`src/rtl/usb_cmd_decoder_multi_if.sv`:
```
// rtl/usb_cmd_decoder_multi_if.sv - control-word valid/ready handshake bundle
interface usb_cmd_decoder_multi_if #(
  parameter int CMD_W = 16
);
  logic             cmd_valid;
  logic [CMD_W-1:0] cmd_data;
  logic             cmd_ready;

  modport master (output cmd_valid, output cmd_data, input cmd_ready);
  modport slave  (input cmd_valid, input cmd_data, output cmd_ready);
endinterface

```
`src/rtl/usb_cmd_decoder_multi.sv`:
```
// rtl/usb_cmd_decoder_multi.sv - buffered USB control-word decoder for the DAQ card
module usb_cmd_decoder_multi #(
  parameter int CMD_W      = 16,
  parameter int N_CH       = 4,
  parameter int AVG_W      = 3,
  parameter int LED_W      = 4,
  parameter int FIFO_DEPTH = 8,
  parameter int RST_PULSE  = 4
) (
  input  logic                 clk,
  input  logic                 reset_n,
  usb_cmd_decoder_multi_if.slave cmd,
  output logic [N_CH-1:0]      ch_enable,
  output logic [AVG_W-1:0]     avg_points,
  output logic [LED_W-1:0]     led,
  output logic                 fifo_rst,
  output logic [15:0]          cmd_count,
  output logic [7:0]           err_count
);
  localparam int AW = $clog2(FIFO_DEPTH);
  localparam int PW = $clog2(RST_PULSE + 1);

  typedef enum logic {IDLE, EXEC} state_t;

  state_t           state_q, state_d;
  logic [CMD_W-1:0] mem [FIFO_DEPTH];
  logic [AW-1:0]    wr_ptr, rd_ptr;
  logic [AW:0]      count;
  logic             push, pop, exec_en;
  logic [CMD_W-1:0] cmd_reg;
  logic [PW-1:0]    pulse_cnt;

  logic [7:0]       opcode, nn;
  logic             nn_ok, is_err, is_clr, is_pulse;
  logic [N_CH-1:0]  ch_d;
  logic [AVG_W-1:0] avg_d;
  logic [LED_W-1:0] led_d;

  // Ready comes straight from registered occupancy so it never depends on cmd_valid.
  assign cmd.cmd_ready = (count != (AW+1)'(FIFO_DEPTH));
  assign push          = cmd.cmd_valid && cmd.cmd_ready;
  assign fifo_rst      = (pulse_cnt != '0);
  assign opcode        = cmd_reg[CMD_W-1:CMD_W-8];
  assign nn            = cmd_reg[7:0];

  // FSM state register.
  always_ff @(posedge clk or negedge reset_n) begin
    if (!reset_n) state_q <= IDLE;
    else          state_q <= state_d;
  end

  // FSM next state: IDLE fetches the FIFO head, EXEC applies it for one cycle.
  always_comb begin
    state_d = state_q;
    pop     = 1'b0;
    exec_en = 1'b0;
    case (state_q)
      IDLE: begin
        if (count != '0) begin
          pop     = 1'b1;
          state_d = EXEC;
        end
      end
      EXEC: begin
        exec_en = 1'b1;
        state_d = IDLE;
      end
      default: state_d = IDLE;
    endcase
  end

  // FIFO storage; contents need no reset because occupancy guards every read.
  always_ff @(posedge clk) begin
    if (push) mem[wr_ptr] <= cmd.cmd_data;
  end

  // FIFO pointers and occupancy; simultaneous push and pop leave count unchanged.
  always_ff @(posedge clk or negedge reset_n) begin
    if (!reset_n) begin
      wr_ptr <= '0;
      rd_ptr <= '0;
      count  <= '0;
    end else begin
      if (push) wr_ptr <= wr_ptr + 1'b1;
      if (pop)  rd_ptr <= rd_ptr + 1'b1;
      case ({push, pop})
        2'b10:   count <= count + 1'b1;
        2'b01:   count <= count - 1'b1;
        default: count <= count;
      endcase
    end
  end

  // Latch the head word when the FSM pops it.
  always_ff @(posedge clk or negedge reset_n) begin
    if (!reset_n)  cmd_reg <= '0;
    else if (pop)  cmd_reg <= mem[rd_ptr];
  end

  // Decode the latched word into next output values and command class.
  always_comb begin
    ch_d     = ch_enable;
    avg_d    = avg_points;
    led_d    = led;
    is_err   = 1'b0;
    is_clr   = 1'b0;
    is_pulse = 1'b0;
    nn_ok    = 1'b0;
    for (int i = 0; i < N_CH; i++) begin
      if (nn == 8'(i)) nn_ok = 1'b1;
    end
    case (opcode)
      8'hF0: ch_d = cmd_reg[N_CH-1:0];
      8'hF1: begin
        for (int i = 0; i < N_CH; i++) begin
          if (nn == 8'(i)) ch_d[i] = 1'b1;
        end
        is_err = !nn_ok;
      end
      8'hF2: begin
        for (int i = 0; i < N_CH; i++) begin
          if (nn == 8'(i)) ch_d[i] = 1'b0;
        end
        is_err = !nn_ok;
      end
      8'hC0: avg_d = cmd_reg[AVG_W-1:0];
      8'hB0: led_d = cmd_reg[LED_W-1:0];
      8'hA0: begin
        if (nn == 8'h00)      is_pulse = 1'b1;
        else if (nn == 8'h01) is_clr   = 1'b1;
        else                  is_err   = 1'b1;
      end
      default: is_err = 1'b1;
    endcase
  end

  // Output and counter update at the EXEC edge; errors only bump err_count.
  always_ff @(posedge clk or negedge reset_n) begin
    if (!reset_n) begin
      ch_enable  <= '0;
      avg_points <= '0;
      led        <= '1;
      cmd_count  <= '0;
      err_count  <= '0;
    end else if (exec_en) begin
      ch_enable  <= ch_d;
      avg_points <= avg_d;
      led        <= led_d;
      if (is_clr) begin
        cmd_count <= '0;
        err_count <= '0;
      end else if (is_err) begin
        if (err_count != 8'hFF) err_count <= err_count + 8'd1;
      end else begin
        cmd_count <= cmd_count + 16'd1;
      end
    end
  end

  // Clear-pulse stretcher; a repeat clear command reloads so pulses merge without a gap.
  always_ff @(posedge clk or negedge reset_n) begin
    if (!reset_n)                  pulse_cnt <= '0;
    else if (exec_en && is_pulse)  pulse_cnt <= PW'(RST_PULSE);
    else if (pulse_cnt != '0)      pulse_cnt <= pulse_cnt - 1'b1;
  end
endmodule

```
`src/flat_wrapper.sv`:
```
// flat-port wrapper written by rule: the top's interface ports become plain ports
module usb_cmd_decoder_multi_flat 
#(
  parameter int CMD_W      = 16,
  parameter int N_CH       = 4,
  parameter int AVG_W      = 3,
  parameter int LED_W      = 4,
  parameter int FIFO_DEPTH = 8,
  parameter int RST_PULSE  = 4
)
  (clk, reset_n, ch_enable, avg_points, led, fifo_rst, cmd_count, err_count, cmd_cmd_valid, cmd_cmd_data, cmd_cmd_ready);
  usb_cmd_decoder_multi_if #(.CMD_W(CMD_W)) cmd_i ();
  input  logic clk;
  input  logic reset_n;
  output logic [N_CH-1:0] ch_enable;
  output logic [AVG_W-1:0] avg_points;
  output logic [LED_W-1:0] led;
  output logic fifo_rst;
  output logic [15:0] cmd_count;
  output logic [7:0] err_count;
  input wire logic [$bits(cmd_i.cmd_valid)-1:0] cmd_cmd_valid;
  input wire logic [$bits(cmd_i.cmd_data)-1:0] cmd_cmd_data;
  output wire logic [$bits(cmd_i.cmd_ready)-1:0] cmd_cmd_ready;
  assign cmd_i.cmd_valid = cmd_cmd_valid;
  assign cmd_i.cmd_data = cmd_cmd_data;
  assign cmd_cmd_ready = cmd_i.cmd_ready;
  usb_cmd_decoder_multi #(.CMD_W(CMD_W), .N_CH(N_CH), .AVG_W(AVG_W), .LED_W(LED_W), .FIFO_DEPTH(FIFO_DEPTH), .RST_PULSE(RST_PULSE)) u_core (.clk(clk), .reset_n(reset_n), .cmd(cmd_i), .ch_enable(ch_enable), .avg_points(avg_points), .led(led), .fifo_rst(fifo_rst), .cmd_count(cmd_count), .err_count(err_count));
endmodule
```
`config.mk`:
```
export PLATFORM = sky130hd
export DESIGN_NAME = usb_cmd_decoder_multi_flat
export DESIGN_NICKNAME = d
export VERILOG_FILES = /design/src/rtl/usb_cmd_decoder_multi_if.sv /design/src/rtl/usb_cmd_decoder_multi.sv /design/src/flat_wrapper.sv
export SDC_FILE = /design/constraint.sdc
export NUM_CORES = 1
export LEC_CHECK = 0
export ABC_CLOCK_PERIOD_IN_PS = 2970
export CORE_UTILIZATION = 44
export DETAILED_ROUTE_END_ITERATION = 6
export GPL_TIMING_DRIVEN = 1
export SLEW_MARGIN = 10
export SYNTH_ARGS = -nofsm -noshare
export SYNTH_HDL_FRONTEND = slang
export SYNTH_SLANG_ARGS = --single-unit
export TNS_END_PERCENT = 50
```
`constraint.sdc`:
```
create_clock -name clk -period 2.97 [get_ports clk]
set_clock_uncertainty 0.15 [all_clocks]
set_input_delay 0.7425 -clock clk [delete_from_list [all_inputs] [get_ports clk]]
set_output_delay 0.7425 -clock clk [all_outputs]
set_load 0.005 [all_outputs]
```
==> results.toml <==
[power]
intPower_mw = 5.93
p_per_area_nw_per_um2 = 907
power_frac_comb_pct = 31.1
power_mw = 8.79
clockPowerShare_pct = 24.4
switching_share_pct = 32.5
p_leak_nw = 3.56
p_sw_mw = 2.86
ir_worst_vdd_uv = 589
seqPwrFrac_pct = 44.5

[logic_synthesis]
synth-warning-count = 0
synth_area_per_cell_um2 = 15.2
synthTopCellsByCount = "edfxtp_1, dfrtp_1, a21oi_1"
synth-seq-cells = 193
async_reset_ff_share_pct = 33.7
synthesis.area_um2 = 8200
yosysSeqAreaShare_pct = 66.8
yosys.area.top_type = "edfxtp_1"
ys_dominant_reg_cell = "edfxtp_1"
synth_cell_types = 49
syn-num-nets = 568
yosysMostFrequentCell = "edfxtp_1"
synth_edf_count = 128
netlist_instances = 539
synth_top_area_share_pct = 46.9
synthTopCellsByArea = "edfxtp_1, dfrtp_1, mux4_2, mux2i_1, a21oi_1"

[setup_path]
crit_path_max_fanout = 4
worstSetupPathType = "reg -> out"
reg2reg_slack_ns = 0.48
reg2reg_to = "u_core.cmd_count[15]"
cpPeakStageDelay_ns = 0.48
endpoint_kind = "output pin"
critPathArrivalTime_ns = 1.84
startpoint_type = "flip-flop"
r2r_cells = 5
r2r-start = "u_core.cmd_reg[14]"
crit_chain = "nor3_1, nand2_1, clkdlybuf4s50_1"
required_ns = 2.08
crit_path_top_delay_cell = "clkdlybuf4s50_1"

[die]
rows = 49
initial_utilization_pct = 45.3
ios = 56
coreArea_um2 = 18100
die_area_um2 = 19200
dieHeight_um = 138
die_w_um = 138

[clock_tree]
cts_buffers = 17
cts_resized = 0
clkSinkCount = 193
clockBufferDepth = 2
clock_latency_ns = 0.43
htreeDepth = 4
postCtsSetupRepairBufs = 0
cts_tree = "done"
ctsHoldBuffers = 0
clockRootBuffer = "clkbuf_16"
clkSlewWorstSetupHoldPaths_ns = 0.07

[timing]
max_freq_mhz = 366
maxSlewViolCount = 0
whs_ns = 0.178
final-setup-viol-count = 0
hold_violations = 0
timing.final.crit_share_pct = 91.9
rsz0062_at_grt = "false"
worst_pin_slew_ns = 0.724
relSlewSlack_pct = 51.5
fin_ws_ns = 0.241
layout_min_cycle_time_ns = 2.73

[drt]
met1Wirelength_um = 7240
avgViaCountPerCell = 5.61
top_layer_used = "met4"
wl_per_cell_um = 19.0
wl_met2_um = 8040
first_pass_iters = 7
ant_nets = 0
vias = 4773
wirelength_um = 16100
wl_met3_um = 713
drtIter0Drc = 349
drcViolationCount = 16

[layout]
antenna_cells = 0
drive_gt1_share_pct = 18.0
nets = 638
final_cells = 851
largest_reg_flops = 128
area_delta_synth_final_pct = 18.3

[global_route]
antenna_found_initial = 0
grt_pass1_wl_um = 26100
grt_max_degree = 38
grt_use_total_pct = 18.0
gr-total-overflow = 0
first_global_vias = 4782

[place]
dp_hpwl_um = 10400
port_buffers = 55
placed_cells = 819
gp_congestion = 0.845
dp_slack_ns = 0.175

[min_path]
hold_class = "in -> async"

[flow_run]
cap_viol_max_count = 0

[outcome]
status = "finished, violations left"
violations = "design-rule violations"
## kinds of logic after synthesis
kind of cell	share of synthesized area, %
simple gates	7.94
compound gates	7.76
xor+xnor	1.07
fa+ha+maj	1.62
buf+inv	2.00
mux	12.8
flops	66.8
## final cells by class
type / instances / area, um2
timing repair buffer: 74 / 701
clock buffer: 18 / 429
tap: 229 / 287
multi-input combinational: 307 / 2620
inverter: 16 / 60.1
clock inverter: 14 / 126
sequential: 193 / 5480
fill: 1422 / 8390
## through the flow
step	area [um2]	TNS [ns]	utilization, %
after CTS	9700	0	53.6
final	9700	0	53.6
after detailed placement	9140	0	50.5
after global routing	9700	0	53.6
after global placement	9140	0	50.5
after floorplan	8210	-1.74	-
## placed cells by master, fill, tap and decap left out, types with 4 or more instances in the layout
cell type	n
nand3_1	23
dfstp_2	4
mux4_2	32
a21oi_1	35
ha_1	9
nand2_1	33
edfxtp_1	128
nand2b_1	6
inv_1	16
a2111o_1	8
mux2i_1	25
a31oi_1	9
mux2_2	7
a21o_1	11
o21ai_2	6
nor2_1	29
xnor2_1	7
nand4_1	4
o211ai_1	6
dfrtp_1	60
clkdlybuf4s50_1	54
nor3_1	5
o21ai_0	7
buf_4	18
clkbuf_16	17
inv_8	4
and3_1	7
## metal layers
layer,global-route usage (%),vias to the layer above
li1,-,2219
met4,5.50,0
met3,4.12,10
met2,29.9,118
met1,23.7,2426
met5,0,-
## worst max-delay path: cells and delay by family, from the launching register on
kind | cells | cell delay [ns]
and+or+nand+nor | 2 | 0.52
buffers and inverters | 1 | 0.48
DFF | 1 | 0.41
## power by group through the flow
| stage | logic (mW) | clock network [mW] | registers [mW] |
|---|---|---|---|
| finish | 2.74 | 2.15 | 3.91 |
| global route | 3.01 | 2.30 | 3.99 |
| CTS | 2.78 | 2.21 | 3.91 |
| detailed placement | 2.77 | 0 | 3.97 |
| global placement | 2.69 | 0 | 3.93 |
| floorplan | 1.95 | 0 | 3.78 |
## worst max path at each step
stage | startpoint | to | slack [ns] | cells past startpoint
after detailed placement | cmd_cmd_valid | u_core.count[3] | 0.18 | 9
after CTS | u_core.count[1] | cmd_cmd_ready | 0.20 | 3
final | u_core.count[1] | cmd_cmd_ready | 0.24 | 3
after global routing | u_core.count[1] | cmd_cmd_ready | 0.15 | 3
after floorplan | cmd_cmd_valid | u_core.mem[0][0] | -0.11 | 2
after global placement | cmd_cmd_valid | u_core.count[3] | 0.23 | 9
No activity file was read; power rests on OpenSTA's default activity.
